**src/rtl/bomba_pkg.sv**
```systemverilog
// Shared types and widths for the two-stage bomb password game.
package bomba_pkg;

   localparam int TEMPO_W = 8;
   localparam int TENT_W  = 4;

   typedef enum logic [2:0] {
      IDLE,
      SENHA_A,
      SENHA_B,
      DESARMADA,
      EXPLODIDA
   } estado_t;

   // True while a game is being played (countdown running, guesses accepted).
   function automatic logic em_jogo(input estado_t estado);
      return (estado == SENHA_A) || (estado == SENHA_B);
   endfunction

endpackage

```
**src/rtl/controlador_senha_if.sv**
```systemverilog
// Player/board side signals of the password controller.
// The master drives buttons, switches and secrets; the slave is the controller.
interface controlador_senha_if;
   import bomba_pkg::*;

   logic              START;
   logic              ENTER;
   logic [3:0]        TENTATIVA;
   logic [3:0]        SENHA_A_IN;
   logic [2:0]        SENHA_B_IN;
   logic              DICA_ENABLE;
   logic              DICA_STROBE;
   logic              ACERTOU_SENHA_A;
   logic              DESARMADA;
   logic              EXPLODIDA;
   logic [TEMPO_W-1:0] TEMPO_RESTANTE;
   logic [TENT_W-1:0]  TENT_RESTANTES;

   modport master (
      output START, ENTER, TENTATIVA, SENHA_A_IN, SENHA_B_IN,
      input  DICA_ENABLE, DICA_STROBE, ACERTOU_SENHA_A, DESARMADA, EXPLODIDA,
             TEMPO_RESTANTE, TENT_RESTANTES
   );

   modport slave (
      input  START, ENTER, TENTATIVA, SENHA_A_IN, SENHA_B_IN,
      output DICA_ENABLE, DICA_STROBE, ACERTOU_SENHA_A, DESARMADA, EXPLODIDA,
             TEMPO_RESTANTE, TENT_RESTANTES
   );

endinterface

```
**src/rtl/sincroniza_borda.sv**
```systemverilog
// Two-flop synchronizer for a raw button followed by a registered rising-edge pulse.
// A held button produces exactly one single-cycle pulse.
module sincroniza_borda (
   input  logic clk,
   input  logic rst_n,
   input  logic botao,
   output logic pulso
);

   logic [2:0] sync_q, sync_d;
   logic       pulso_q, pulso_d;

   // Shift the raw button through the synchronizer and detect a 0->1 on the synchronized copy.
   always_comb begin
      sync_d  = {sync_q[1:0], botao};
      pulso_d = sync_q[1] & ~sync_q[2];
   end

   // Synchronizer and pulse registers, cleared by reset so no stale press survives it.
   always_ff @(posedge clk) begin
      if (!rst_n) begin
         sync_q  <= '0;
         pulso_q <= 1'b0;
      end else begin
         sync_q  <= sync_d;
         pulso_q <= pulso_d;
      end
   end

   assign pulso = pulso_q;

endmodule

```
**src/rtl/controlador_senha.sv**
```systemverilog
// Game sequencer for the two-stage bomb password: latches the secrets on START,
// runs the one-second countdown, tracks remaining attempts and judges ENTER presses.
module controlador_senha
   import bomba_pkg::*;
#(
   parameter int CLK_HZ        = 50_000_000,
   parameter int TEMPO_INICIAL = 60,
   parameter int MAX_TENT      = 8
) (
   input logic               CLOCK,
   input logic               RESET_N,
   controlador_senha_if.slave bus
);

   localparam int                 PRESC_W   = (CLK_HZ > 1) ? $clog2(CLK_HZ) : 1;
   localparam logic [PRESC_W-1:0] PRESC_MAX = PRESC_W'(CLK_HZ - 1);
   localparam logic [TEMPO_W-1:0] TEMPO_INI = TEMPO_W'(TEMPO_INICIAL);
   localparam logic [TENT_W-1:0]  TENT_INI  = TENT_W'(MAX_TENT);

   logic start_pulso;
   logic enter_pulso;

   estado_t            estado_q, estado_d;
   logic [PRESC_W-1:0] presc_q, presc_d;
   logic [TEMPO_W-1:0] tempo_q, tempo_d;
   logic [TENT_W-1:0]  tent_q, tent_d;
   logic [3:0]         senha_a_q, senha_a_d;
   logic [2:0]         senha_b_q, senha_b_d;
   logic               acertou_q, acertou_d;
   logic               strobe_q, strobe_d;
   logic               dica_enable_q, dica_enable_d;
   logic               desarmada_q, desarmada_d;
   logic               explodida_q, explodida_d;

   logic jogando;
   logic tick;
   logic acerto;
   logic ganhou;

   sincroniza_borda u_sync_start (
      .clk   (CLOCK),
      .rst_n (RESET_N),
      .botao (bus.START),
      .pulso (start_pulso)
   );

   sincroniza_borda u_sync_enter (
      .clk   (CLOCK),
      .rst_n (RESET_N),
      .botao (bus.ENTER),
      .pulso (enter_pulso)
   );

   // Next-state logic: guess judgement first, then the countdown tick unless the guess just won.
   always_comb begin
      estado_d  = estado_q;
      presc_d   = presc_q;
      tempo_d   = tempo_q;
      tent_d    = tent_q;
      senha_a_d = senha_a_q;
      senha_b_d = senha_b_q;
      acertou_d = acertou_q;
      strobe_d  = 1'b0;
      acerto    = 1'b0;
      ganhou    = 1'b0;
      jogando   = em_jogo(estado_q);
      tick      = jogando && (presc_q == PRESC_MAX);

      if (jogando) begin
         presc_d = tick ? '0 : presc_q + PRESC_W'(1);
      end

      case (estado_q)
         IDLE, DESARMADA, EXPLODIDA: begin
            if (start_pulso) begin
               senha_a_d = bus.SENHA_A_IN;
               senha_b_d = bus.SENHA_B_IN;
               tempo_d   = TEMPO_INI;
               tent_d    = TENT_INI;
               presc_d   = '0;
               acertou_d = 1'b0;
               estado_d  = SENHA_A;
            end
         end
         SENHA_A, SENHA_B: begin
            if (enter_pulso) begin
               if (estado_q == SENHA_A) begin
                  acerto = (bus.TENTATIVA == senha_a_q);
               end else begin
                  acerto = (bus.TENTATIVA == {1'b0, senha_b_q});
               end
               if (acerto) begin
                  if (estado_q == SENHA_A) begin
                     estado_d  = SENHA_B;
                     acertou_d = 1'b1;
                  end else begin
                     estado_d = DESARMADA;
                     ganhou   = 1'b1;
                  end
               end else begin
                  strobe_d = 1'b1;
                  if (tent_q <= TENT_W'(1)) begin
                     tent_d   = '0;
                     estado_d = EXPLODIDA;
                  end else begin
                     tent_d = tent_q - TENT_W'(1);
                  end
               end
            end
            if (tick && !ganhou) begin
               if (tempo_q <= TEMPO_W'(1)) begin
                  tempo_d  = '0;
                  estado_d = EXPLODIDA;
               end else begin
                  tempo_d = tempo_q - TEMPO_W'(1);
               end
            end
         end
         default: estado_d = IDLE;
      endcase

      dica_enable_d = em_jogo(estado_d);
      desarmada_d   = (estado_d == DESARMADA);
      explodida_d   = (estado_d == EXPLODIDA);
   end

   // FSM state register with the registered status outputs that follow it.
   always_ff @(posedge CLOCK) begin
      if (!RESET_N) begin
         estado_q      <= IDLE;
         dica_enable_q <= 1'b0;
         strobe_q      <= 1'b0;
         acertou_q     <= 1'b0;
         desarmada_q   <= 1'b0;
         explodida_q   <= 1'b0;
      end else begin
         estado_q      <= estado_d;
         dica_enable_q <= dica_enable_d;
         strobe_q      <= strobe_d;
         acertou_q     <= acertou_d;
         desarmada_q   <= desarmada_d;
         explodida_q   <= explodida_d;
      end
   end

   // One-second prescaler and the remaining-time counter.
   always_ff @(posedge CLOCK) begin
      if (!RESET_N) begin
         presc_q <= '0;
         tempo_q <= '0;
      end else begin
         presc_q <= presc_d;
         tempo_q <= tempo_d;
      end
   end

   // Attempt counter and the secrets latched at the start of each game.
   always_ff @(posedge CLOCK) begin
      if (!RESET_N) begin
         tent_q    <= '0;
         senha_a_q <= '0;
         senha_b_q <= '0;
      end else begin
         tent_q    <= tent_d;
         senha_a_q <= senha_a_d;
         senha_b_q <= senha_b_d;
      end
   end

   assign bus.DICA_ENABLE     = dica_enable_q;
   assign bus.DICA_STROBE     = strobe_q;
   assign bus.ACERTOU_SENHA_A = acertou_q;
   assign bus.DESARMADA       = desarmada_q;
   assign bus.EXPLODIDA       = explodida_q;
   assign bus.TEMPO_RESTANTE  = tempo_q;
   assign bus.TENT_RESTANTES  = tent_q;

endmodule

```
**src/flat_wrapper.sv**
```systemverilog
// flat-port wrapper written by rule: the top's interface ports become plain ports
module controlador_senha_flat import bomba_pkg::*;
#(
   parameter int CLK_HZ        = 50_000_000,
   parameter int TEMPO_INICIAL = 60,
   parameter int MAX_TENT      = 8
)
  (CLOCK, RESET_N, bus_START, bus_ENTER, bus_TENTATIVA, bus_SENHA_A_IN, bus_SENHA_B_IN, bus_DICA_ENABLE, bus_DICA_STROBE, bus_ACERTOU_SENHA_A, bus_DESARMADA, bus_EXPLODIDA, bus_TEMPO_RESTANTE, bus_TENT_RESTANTES);
  controlador_senha_if bus_i ();
  input logic CLOCK;
  input logic RESET_N;
  input wire logic [$bits(bus_i.START)-1:0] bus_START;
  input wire logic [$bits(bus_i.ENTER)-1:0] bus_ENTER;
  input wire logic [$bits(bus_i.TENTATIVA)-1:0] bus_TENTATIVA;
  input wire logic [$bits(bus_i.SENHA_A_IN)-1:0] bus_SENHA_A_IN;
  input wire logic [$bits(bus_i.SENHA_B_IN)-1:0] bus_SENHA_B_IN;
  output wire logic [$bits(bus_i.DICA_ENABLE)-1:0] bus_DICA_ENABLE;
  output wire logic [$bits(bus_i.DICA_STROBE)-1:0] bus_DICA_STROBE;
  output wire logic [$bits(bus_i.ACERTOU_SENHA_A)-1:0] bus_ACERTOU_SENHA_A;
  output wire logic [$bits(bus_i.DESARMADA)-1:0] bus_DESARMADA;
  output wire logic [$bits(bus_i.EXPLODIDA)-1:0] bus_EXPLODIDA;
  output wire logic [$bits(bus_i.TEMPO_RESTANTE)-1:0] bus_TEMPO_RESTANTE;
  output wire logic [$bits(bus_i.TENT_RESTANTES)-1:0] bus_TENT_RESTANTES;
  assign bus_i.START = bus_START;
  assign bus_i.ENTER = bus_ENTER;
  assign bus_i.TENTATIVA = bus_TENTATIVA;
  assign bus_i.SENHA_A_IN = bus_SENHA_A_IN;
  assign bus_i.SENHA_B_IN = bus_SENHA_B_IN;
  assign bus_DICA_ENABLE = bus_i.DICA_ENABLE;
  assign bus_DICA_STROBE = bus_i.DICA_STROBE;
  assign bus_ACERTOU_SENHA_A = bus_i.ACERTOU_SENHA_A;
  assign bus_DESARMADA = bus_i.DESARMADA;
  assign bus_EXPLODIDA = bus_i.EXPLODIDA;
  assign bus_TEMPO_RESTANTE = bus_i.TEMPO_RESTANTE;
  assign bus_TENT_RESTANTES = bus_i.TENT_RESTANTES;
  controlador_senha #(.CLK_HZ(CLK_HZ), .TEMPO_INICIAL(TEMPO_INICIAL), .MAX_TENT(MAX_TENT)) u_core (.CLOCK(CLOCK), .RESET_N(RESET_N), .bus(bus_i));
endmodule
```
**config.mk**
```make
export PLATFORM = sky130hd
export DESIGN_NAME = controlador_senha_flat
export DESIGN_NICKNAME = d
export VERILOG_FILES = /design/src/rtl/bomba_pkg.sv /design/src/rtl/controlador_senha_if.sv /design/src/rtl/sincroniza_borda.sv /design/src/rtl/controlador_senha.sv /design/src/flat_wrapper.sv
export SDC_FILE = /design/constraint.sdc
export NUM_CORES = 1
export LEC_CHECK = 0
export BUFFER_PORTS_ARGS = -buffer_cell sky130_fd_sc_hd__clkbuf_2
export CAP_MARGIN = 40
export CORE_MARGIN = 8
export CORE_UTILIZATION = 40
export CTS_CLUSTER_SIZE = 25
export DETAILED_ROUTE_END_ITERATION = 8
export GPL_ROUTABILITY_DRIVEN = 0
export SYNTH_ARGS = -nofsm -noshare
export SYNTH_HDL_FRONTEND = slang
export SYNTH_SLANG_ARGS = --single-unit
```
**constraint.sdc**
```tcl
create_clock -name CLOCK -period 2.44 [get_ports CLOCK]
set_input_delay 0.732 -clock CLOCK [delete_from_list [all_inputs] [get_ports CLOCK]]
set_output_delay 0.732 -clock CLOCK [all_outputs]
set_load 0.005 [all_outputs]
```
==> results of run 1 <==
[worst paths after layout]
check | from | slack [ns] | to | depth (start not counted)
setup reg to reg | u_core.presc_q[11]$_SDFF_PN0_ | 0.13 | u_core.bus.TEMPO_RESTANTE[2]$_SDFFE_PN0P_ | 7
hold / removal | u_core.u_sync_start.sync_q[2]$_SDFF_PN0_ | 0.38 | u_core.u_sync_start.pulso$_SDFF_PN0_ | 1
hold reg to reg | u_core.u_sync_start.sync_q[2]$_SDFF_PN0_ | 0.38 | u_core.u_sync_start.pulso$_SDFF_PN0_ | 1
setup / recovery | u_core.presc_q[11]$_SDFF_PN0_ | 0.13 | u_core.bus.TEMPO_RESTANTE[2]$_SDFFE_PN0P_ | 7
[metrics by stage]
step	power, mW	utilization, %	std cells	hold WS [ns]
2_1_floorplan	1.12	-	338	0.367
6_report	2.08	48.9	490	0.384
5_1_grt	2.17	48.9	490	0.390
3_5_place_dp	1.16	45.5	469	0.374
3_3_place_gp	1.16	45.5	469	0.373
4_1_cts	2.09	48.4	485	0.387
[critical path, delay by kind of cell, from the launching register on]
kind             cells  cell delay (ns)
AO/OA/AOI/OAI        3             0.63
flip-flops           1             0.36
AND/OR/NAND/NOR      4             1.22
[logic make-up after synthesis]
logic type                 count (synthesis)
and+or+nand+nor                          168
DFF                                       61
AOI/OAI and AO/OA                         51
xor gates and xnor gates                  27
buffers and inverters                     21
muxes                                      5
adders and majority gates                  5
[state kept, by name, indices dropped and copies added (netlist names), 3 cells and up]
signal                      flops
u_core.presc_q                 26
u_core.bus.TEMPO_RESTANTE       8
u_core.bus.TENT_RESTANTES       4
u_core.senha_a_q                4
u_core.estado_q                 3
u_core.senha_b_q                3
u_core.u_sync_enter.sync_q      3
u_core.u_sync_start.sync_q      3
[cell usage in the layout, fill, tap and decap left out, types with 4 or more instances in the layout]
cell,instances
a21oi_1,18
a31oi_1,4
and2_1,11
and3_1,10
buf_4,18
clkbuf_2,31
clkbuf_8,9
dfxtp_1,60
ha_1,5
inv_1,9
mux2i_1,4
nand2_1,40
nand3_1,15
nand4_1,9
nor2_1,42
nor2b_1,5
nor3_1,4
o21ai_0,6
o21ai_1,4
or3_1,4
xnor2_1,4
xor2_1,19
[cells in the mapped netlist, drive strengths merged]
master    n
a41oi     1
xnor2     5
a21oi    18
nor2b     5
or2       3
a221oi    1
nor4bb    1
nand3b    1
a211o     1
buf       8
o211ai    1
and4      3
a31o      4
o21a      2
ha        5
dfxtp    61
o21ai    10
or3       4
a31oi     4
nand3    15
a41o      1
or4       3
a21boi    1
nand2    40
nor3b     4
clkbuf    4
and2     11
nor4      4
and2b     1
nor2     43
o31a      1
nor3      4
a21bo     1
and4bb    1
and3     11
xor2     22
inv       9
o2111ai   1
nand2b    3
nor4b     1
mux2i     5
nand4    10
a21o      2
o41ai     2
[repair_timing]
item,in CTS,in global routing
resized for setup,0,2
hold buffers,0,0
endpoints found under the setup margin,0,3
buffers inserted,0,5
[routing by layer]
metal / wire, microns / vias to the layer above / GRT usage, %
met5: 0 / - / 0
met4: 125 / 0 / 6.21
met3: 199 / 11 / 3.54
met2: 2880 / 45 / 21.1
met1: 3320 / 1134 / 17.3
li1: - / 1266 / -
[power groups by stage]
stage	registers [mW]	clock network [mW]	logic [mW]
floorplan	1.04	0	0.0814
global placement	1.04	0	0.122
detailed placement	1.04	0	0.122
CTS	1.02	0.956	0.122
global route	1.02	1.00	0.146
finish	1.02	0.931	0.129
[cell type report]
cell class / instances / area [sq um] / share of cell area, %
inverters: 9 / 33.8 / 0.957
multi-input cells: 256 / 1660 / 46.9
flip-flops and latches: 61 / 1220 / 34.6
repair buffers: 49 / 290 / 8.22
clock inverters: 7 / 81.3 / 2.30
clock buffers: 9 / 124 / 3.51
well taps: 99 / 124 / 3.51
==> flow_summary_export.csv, run 1 <==
group,metric,value,unit
floorplan,rows,31,
route,avgViaCountPerCell,5.01,
finish,nFillCells,720,
clocking,cts_tree,"done",
job,maxCapViolCount,0,
yosys,synthCells,338,
worst_setup_path,crit_type,"flop to flop",
route,ant_nets,0,
placement,dp_slack,0.121,ns
floorplan,io_pins,32,
worst_setup_path,cp-start-kind,"flop",
power,p_leak,1.45,nW
worst_setup_path,required,2.68,ns
worst_setup_path,cp_data_arrival_time,2.55,ns
sta,rsz0062_at_grt,"false",
clocking,clkTransAtPathRegs,0.08,ns
finish,nNetsFinal,406,
yosys,syn_area,2970,sq um
route,vias,2456,
clocking,root_buffer,"clkbuf_8",
power,powerDensity,588,nW/um^2
power,power_switching,0.530,mW
placement,dpl_cell_area,3280,sq um
finish,stdcell_area,3530,sq um
grt,grt_max_degree,23,
power,clkPwrFrac,44.8,%
route,drc,0,
worst_hold_path,hold_path_class,"flop to flop",
power,p_int,1.55,mW
sta,worstMarginPinSlew,0.474,ns
power,p_seq_share,49.0,%
worst_setup_path,slowest_stage,"or4_4",
power,power_frac_comb,6.2,%
yosys,ys_types,59,
grt,grt_pass1_vias,2379,
clocking,numCtsBuffers,9,
clocking,clk_latency,0.35,ns
route,wl_per_cell,13.3,microns
route,drt-initial-drc-count,183,
yosys,yosysTopAreaCell,"dfxtp_1",
yosys,yosys_warnings,0,
floorplan,start_util,41.2,%
worst_setup_path,end_kind,"flop",
yosys,synth-seq-cells,61,
floorplan,core_area,7210,sq um
grt,grt_overflow,0,
sta,setup_viol_count_final,0,
worst_setup_path,cpPeakStageDelay,0.53,ns
finish,layout-drive-gt1-share,22.0,%
sta,finalCriticalPeriod,2.31,ns
sta,fin_worst_skew,0.0134,ns
sta,finalCritPeriodShare,94.5,%
yosys,synth.top_cells.by_area,"dfxtp_1, xor2_1, nor2_1",
sta,slew_headroom,68.4,%
placement,dp_hpwl,4670,microns
yosys,avgSynthCellArea,8.80,sq um
grt,grt_pass1_wl,11100,microns
yosys,synth_xor_area_share,8.96,%
yosys,synthAdderAreaFrac,2.10,%
outcome,status,"complete, no violations",
yosys,synth-compound-area-share,11.6,%
floorplan,dieArea,10400,sq um
floorplan,die_w,102,microns
finish,antennaDiodeCount,0,
yosys,synthMuxAreaShare,1.68,%
finish,syn_to_final_growth,18.8,%
power,switching_share,25.5,%
yosys,synth-simple-area-share,31.2,%
clocking,clockBufferDepth,2,
yosys,synth_top_area_share,41.1,%
floorplan,die_h,102,microns
grt,grt_use_total,13.6,%
sta,tns,0,ns
sta,timing.fmax,0.434,GHz
route,firstDrtPassIters,4,
clocking,h-tree-depth,3,
power,ir_worst_vdd,0.291,mV
yosys,synth_top_family_by_area,"simple AND/OR/NAND/NOR gates",
worst_setup_path,path_cells,"or4_4, nor4_4, nand4_4, a41oi_4, or2_4, o21ai_1, a31o_1",
sta,hold_viol,0,
yosys,syn_nets,358,
sta,finalWorstSetupSlack,0.134,ns
worst_setup_path,cp_max_fo,8,
clocking,numClockSinks,61,
grt,antenna_found_initial,0,
sta,slew_violations,0,
placement,io_buffers,31,
route,wl,6520,microns
yosys,synth-seq-area-share,41.1,%
No activity file was read; power rests on OpenSTA's default activity.
==> run 2: changes to the inputs <==
==> constraint.sdc (replaced) <==
create_clock -name CLOCK -period 2.44 [get_ports CLOCK]
set_input_delay 0.244 -clock CLOCK [delete_from_list [all_inputs] [get_ports CLOCK]]
set_output_delay 0.244 -clock CLOCK [all_outputs]
set_load 0.005 [all_outputs]
==> flow_summary_export.csv, run 2 (same netlist as run 1, synthesis figures left out) <==
group,metric,value,unit
outcome,status,"complete, no violations",
power,switching_share,26.5,%
grt,grt_pass1_wl,11000,microns
sta,slew_violations,0,
route,ant_nets,0,
clocking,clk_latency,0.34,ns
worst_setup_path,cp_max_fo,6,
finish,largest_register_ffs,26,
worst_setup_path,cp_data_arrival_time,2.52,ns
power,power_frac_comb,6.3,%
worst_setup_path,reg2reg_slack,0.16,ns
sta,slew_headroom,69.1,%
grt,grt_pass1_vias,2332,
worst_setup_path,cp-start-kind,"flop",
worst_setup_path,cp_top_family,"simple AND/OR/NAND/NOR gates",
sta,finalCritPeriodShare,93.5,%
route,wl_met3,235,microns
grt,grt_overflow,0,
worst_setup_path,rr_startpoint,"u_core.estado_q[1]$_SDFF_PN0_",
route,drt-initial-drc-count,84,
worst_setup_path,end_kind,"flop",
floorplan,dieArea,10400,sq um
placement,dp_hpwl,4660,microns
worst_setup_path,regToRegEndpoint,"u_core.bus.TEMPO_RESTANTE[2]$_SDFFE_PN0P_",
floorplan,core_area,7210,sq um
sta,rsz0062_at_grt,"false",
power,p_leak,1.42,nW
power,powerDensity,562,nW/um^2
sta,tns,0,ns
sta,setup_viol_count_final,0,
grt,grt_max_degree,23,
finish,nNetsFinal,402,
floorplan,rows,31,
clocking,numCtsBuffers,9,
power,clkPwrFrac,41.7,%
worst_hold_path,min_to,"u_core.u_sync_start.sync_q[0]$_SDFF_PN0_",
route,drc,0,
worst_hold_path,hold_path_class,"primary input to flop",
grt,grt_use_total,13.2,%
finish,layout.cells.most_common_list,"dfxtp_1, nor2_1, nand2_1",
route,wl_met2,2810,microns
grt,antenna_found_initial,0,
route,wl,6380,microns
finish,layout_commonest_cell,"dfxtp_1",
worst_setup_path,required,2.68,ns
finish,layout-drive-gt1-share,21.2,%
clocking,clockBufferDepth,2,
power,p_int,1.44,mW
placement,io_buffers,31,
route,wl_per_cell,13.1,microns
sta,fin_hold_ws,0.104,ns
route,wl_met1,3180,microns
power,ir_worst_vdd,0.224,mV
finish,syn_to_final_growth,17.0,%
clocking,numClockSinks,61,
power,power_switching,0.519,mW
sta,hold_viol,0,
route,top_layer,"met4",
worst_setup_path,cpPeakStageDelay,0.35,ns
finish,nFillCells,743,
sta,finalCriticalPeriod,2.28,ns
power,p_seq_share,52.0,%
clocking,cts_tree,"done",
finish,antennaDiodeCount,0,
sta,timing.fmax,0.438,GHz
clocking,clkTransAtPathRegs,0.08,ns
sta,fin_worst_skew,0.0113,ns
worst_setup_path,path_cells,"nor3b_4, mux2i_1, xor2_2, a41oi_4, or2_4, and3_1, a31o_1",
clocking,h-tree-depth,3,
floorplan,die_h,102,microns
route,vias,2439,
route,firstDrtPassIters,4,
sta,worstMarginPinSlew,0.463,ns
clocking,root_buffer,"clkbuf_8",
worst_hold_path,hold_depth,2,
worst_setup_path,slowest_stage,"dfxtp_1",
worst_setup_path,crit_type,"flop to flop",
floorplan,start_util,41.2,%
worst_hold_path,hp-start,"bus_START",
route,avgViaCountPerCell,5.02,
clocking,ctsHoldBuffers,0,
floorplan,io_pins,32,
finish,regMostFlops,"u_core.presc_q",
worst_setup_path,path_buf_inv,0,
worst_setup_path,r2r_cells,7,
job,maxCapViolCount,0,
floorplan,die_w,102,microns
run 2: repair_timing:
item | in CTS | in global routing
endpoints found under the setup margin | 0 | 7
hold endpoints to repair | 0 | 0
setup buffers | 0 | 3
gates resized for setup | 0 | 3
run 2: metrics by stage:
step,instances,worst slack [ns],power (mW),instance area [sq um],utilization [%]
6_report,486,0.158,1.95,3480,48.2
3_3_place_gp,467,0.194,1.16,3270,45.3
3_5_place_dp,467,0.116,1.16,3270,45.3
5_1_grt,486,0.00967,2.05,3480,48.2
4_1_cts,483,0.120,1.99,3450,47.8
2_1_floorplan,338,0.211,1.12,2970,-
run 2: worst max path at each step:
stage                                       start                                         to  slack, ns  depth (start not counted)
floorplan           u_core.estado_q[2]$_SDFF_PN0_  u_core.bus.TEMPO_RESTANTE[3]$_SDFFE_PN0P_       0.21                          8
finish              u_core.estado_q[1]$_SDFF_PN0_  u_core.bus.TEMPO_RESTANTE[2]$_SDFFE_PN0P_       0.16                          7
global route        u_core.estado_q[1]$_SDFF_PN0_          u_core.bus.DICA_ENABLE$_SDFF_PN0_       0.01                          7
CTS                 u_core.presc_q[10]$_SDFF_PN0_  u_core.bus.TEMPO_RESTANTE[2]$_SDFFE_PN0P_       0.12                          7
detailed placement  u_core.estado_q[1]$_SDFF_PN0_  u_core.bus.TEMPO_RESTANTE[2]$_SDFFE_PN0P_       0.12                          7
global placement    u_core.presc_q[10]$_SDFF_PN0_  u_core.bus.TEMPO_RESTANTE[2]$_SDFFE_PN0P_       0.19                          7
run 2: power groups by stage:
stage               Sequential, mW  Clock (mW)  Combinational (mW)
floorplan                     1.04           0              0.0814
global placement              1.04           0               0.120
detailed placement            1.04           0               0.120
CTS                           1.02       0.848               0.121
global route                  1.02       0.890               0.136
finish                        1.02       0.815               0.122
run 2: area by class of cell:
type | instances | area [sq um] | area share (%)
Clock buffer | 9 | 124 | 3.56
Clock inverter | 7 | 57.6 | 1.65
Inverter | 9 | 33.8 | 0.971
Multi-Input combinational cell | 256 | 1660 | 47.7
Sequential cell | 61 | 1220 | 35.1
Tap cell | 99 | 124 | 3.56
Timing Repair Buffer | 45 | 260 | 7.48
run 2: metal layers:
metal | up-vias | track usage [%]
met1 | 1119 | 17.1
met4 | 0 | 7.00
li1 | 1263 | -
met3 | 12 | 3.07
met5 | - | 0
met2 | 45 | 20.0
==> run 3: changes to the inputs <==
Settings changed: ABC_AREA set to 1, RECOVER_POWER set to 25, TNS_END_PERCENT set to 50.
==> flow_summary_export.csv, run 3 <==
group,metric,value,unit
yosys,yosysTopAreaCell,"dfxtp_1",
power,p_int,1.72,mW
clocking,numCtsBuffers,9,
yosys,avgSynthCellArea,7.36,sq um
sta,fin_worst_skew,0.0122,ns
route,vias,2689,
sta,worstMarginPinSlew,0.898,ns
yosys,synth.top_cells.by_area,"dfxtp_1, nand2_1, nor2_1",
clocking,cts_tree,"done",
yosys,ys_types,39,
grt,grt_overflow,0,
floorplan,rows,32,
yosys,yosys_warnings,0,
yosys,synthCells,419,
power,power_switching,0.487,mW
sta,tns,0,ns
clocking,root_buffer,"clkbuf_8",
yosys,syn_nets,439,
yosys,synth_top_area_share,39.6,%
power,p_leak,1.42,nW
worst_setup_path,crit_type,"flop to flop",
finish,fin_cells,558,
worst_setup_path,path_buf_inv,5,
worst_setup_path,end_kind,"flop",
worst_setup_path,rr_startpoint,"u_core.estado_q[0]$_SDFF_PN0_",
clocking,clkTransAtPathRegs,0.06,ns
finish,layout-drive-gt1-share,15.8,%
floorplan,die_w,104,microns
sta,finalWorstSetupSlack,0.322,ns
power,switching_share,22.1,%
route,wl_per_cell,11.8,microns
route,wl,6590,microns
finish,nNetsFinal,472,
grt,grt_max_degree,24,
placement,dpl_cell_area,3310,sq um
worst_hold_path,hold_path_class,"primary input to flop",
yosys,ys.flop_type,"dfxtp_1",
worst_setup_path,cp_max_fo,23,
finish,final_util,46.4,%
sta,hold_viol,0,
worst_hold_path,hp-start,"bus_ENTER",
yosys,synth-seq-cells,61,
yosys,synth_edf_count,0,
finish,largest_register_ffs,26,
route,firstDrtPassIters,4,
power,p_seq_share,46.7,%
floorplan,dieArea,10800,sq um
power,powerDensity,625,nW/um^2
placement,dp_hpwl,4960,microns
sta,timing.fmax,0.472,GHz
finish,layout_commonest_cell,"nand2_1",
sta,finalCriticalPeriod,2.12,ns
power,clkPwrFrac,46.7,%
worst_setup_path,required,2.70,ns
clocking,ctsHoldBuffers,0,
worst_setup_path,regToRegEndpoint,"u_core.presc_q[2]$_SDFF_PN0_",
finish,layout.cells.most_common_list,"nand2_1, dfxtp_1, nor2_1",
grt,grt_pass1_vias,2614,
clocking,clockBufferDepth,2,
placement,io_buffers,31,
finish,antennaDiodeCount,0,
route,drt-initial-drc-count,114,
placement,place_inst,543,
sta,rsz0062_at_grt,"false",
worst_setup_path,cp_data_arrival_time,2.38,ns
route,avgViaCountPerCell,4.82,
worst_hold_path,min_to,"u_core.u_sync_enter.sync_q[0]$_SDFF_PN0_",
worst_setup_path,cpPeakStageDelay,0.49,ns
yosys,synth-seq-area-share,39.6,%
finish,stdcell_area,3530,sq um
worst_setup_path,path_cells,"clkinv_2, a21oi_1, inv_2, nand2_2, inv_2, nor2_2, inv_2, nor2_2, inv_4, nor3b_1",
finish,syn_to_final_growth,14.6,%
clocking,h-tree-depth,3,
outcome,status,"complete, no violations",
clocking,ctsResizeCount,0,
worst_hold_path,hold_depth,3,
worst_setup_path,slowest_stage,"dfxtp_1",
finish,regMostFlops,"u_core.presc_q",
clocking,cts_setup_buffers,0,
grt,grt_use_total,12.8,%
clocking,numClockSinks,61,
grt,antenna_found_initial,0,
worst_setup_path,path_common_cell,"inv_2",
sta,finalCritPeriodShare,86.8,%
floorplan,start_util,40.5,%
floorplan,io_pins,32,
route,ant_nets,0,
job,maxCapViolCount,0,
route,drc,0,
floorplan,die_h,104,microns
yosys,synth_async_sr_flop_share,0,%
grt,grt_pass1_wl,11700,microns
power,power_frac_comb,6.6,%
yosys,synthTopCellsByCount,"nand2_1, dfxtp_1, nor2_1, inv_1, a21oi_1",
worst_setup_path,reg2reg_slack,0.32,ns
sta,slew_violations,0,
floorplan,core_area,7610,sq um
yosys,synth.most_common_cell,"nand2_1",
clocking,clk_latency,0.34,ns
yosys,syn_area,3080,sq um
power,ir_worst_vdd,0.297,mV
sta,slew_headroom,40.2,%
worst_setup_path,cp_top_family,"simple AND/OR/NAND/NOR gates",
sta,setup_viol_count_final,0,
worst_setup_path,cp-start-kind,"flop",
placement,dp_slack,0.253,ns
worst_setup_path,r2r_cells,10,
==> run 3: per-stage QoR <==
stage / hold WS (ns) / power [mW]
after floorplan: 0.342 / 1.16
after global placement: 0.372 / 1.20
after detailed placement: 0.375 / 1.20
after CTS: 0.0739 / 2.23
after global routing: 0.0790 / 2.31
final: 0.0849 / 2.21
==> run 3: worst reg2reg max path, cell delays in order (launching register included) <==
cell and delay (ns):
dfxtp_1 0.49, clkinv_2 0.15, a21oi_1 0.30, inv_2 0.06, nand2_2 0.25, inv_2 0.10, nor2_2 0.13, inv_2 0.07
nor2_2 0.15, inv_4 0.14, nor3b_1 0.19
==> run 3: power by group through the flow <==
stage | logic, mW | registers, mW | clock network [mW]
after global routing | 0.170 | 1.03 | 1.11
after floorplan | 0.106 | 1.05 | 0
after CTS | 0.148 | 1.03 | 1.05
after detailed placement | 0.147 | 1.05 | 0
final | 0.146 | 1.03 | 1.03
after global placement | 0.145 | 1.05 | 0
==> run 3: layout make-up <==
class / count / area, sq um
clock buffer: 12 / 165
fill: 800 / 4070
tap: 102 / 128
multi-input combinational: 288 / 1580
clock inverter: 3 / 67.6
timing repair buffer: 31 / 141
sequential: 61 / 1220
inverter: 61 / 235
==> run 3: cell families (layout without fill, tap and decap cells) <==
family                     Yosys count  count (layout)  synth area share (%)
and+or+nand+nor                    203             203                  32.6
buffers and inverters               70             107                  9.49
DFF                                 61              61                  39.6
AOI/OAI and AO/OA                   58              58                  10.0
xor gates and xnor gates            22              22                  6.25
adders and majority gates            5               5                  2.03
==> run 3: how the worst max path moves through the flow <==
stage,start,end,slack (ns),depth (start not counted)
2_1_floorplan,u_core.presc_q[0]$_SDFF_PN0_,u_core.presc_q[20]$_SDFF_PN0_,0.70,10
4_1_cts,u_core.estado_q[0]$_SDFF_PN0_,u_core.presc_q[21]$_SDFF_PN0_,0.24,11
5_1_grt,u_core.estado_q[0]$_SDFF_PN0_,u_core.presc_q[2]$_SDFF_PN0_,0.06,10
6_report,u_core.estado_q[0]$_SDFF_PN0_,u_core.presc_q[2]$_SDFF_PN0_,0.32,10
3_5_place_dp,u_core.estado_q[0]$_SDFF_PN0_,u_core.presc_q[18]$_SDFF_PN0_,0.25,11
3_3_place_gp,u_core.estado_q[2]$_SDFF_PN0_,u_core.bus.TEMPO_RESTANTE[7]$_SDFFE_PN0P_,0.31,12
==> run 3: routing by layer <==
metal / global-route usage, % / vias up / part of all wire, %
li1: - / 1406 / -
met1: 16.5 / 1219 / 51
met2: 19.1 / 54 / 43
met3: 3.59 / 10 / 5.0
met4: 6.41 / 0 / 1.4
met5: 0 / - / 0
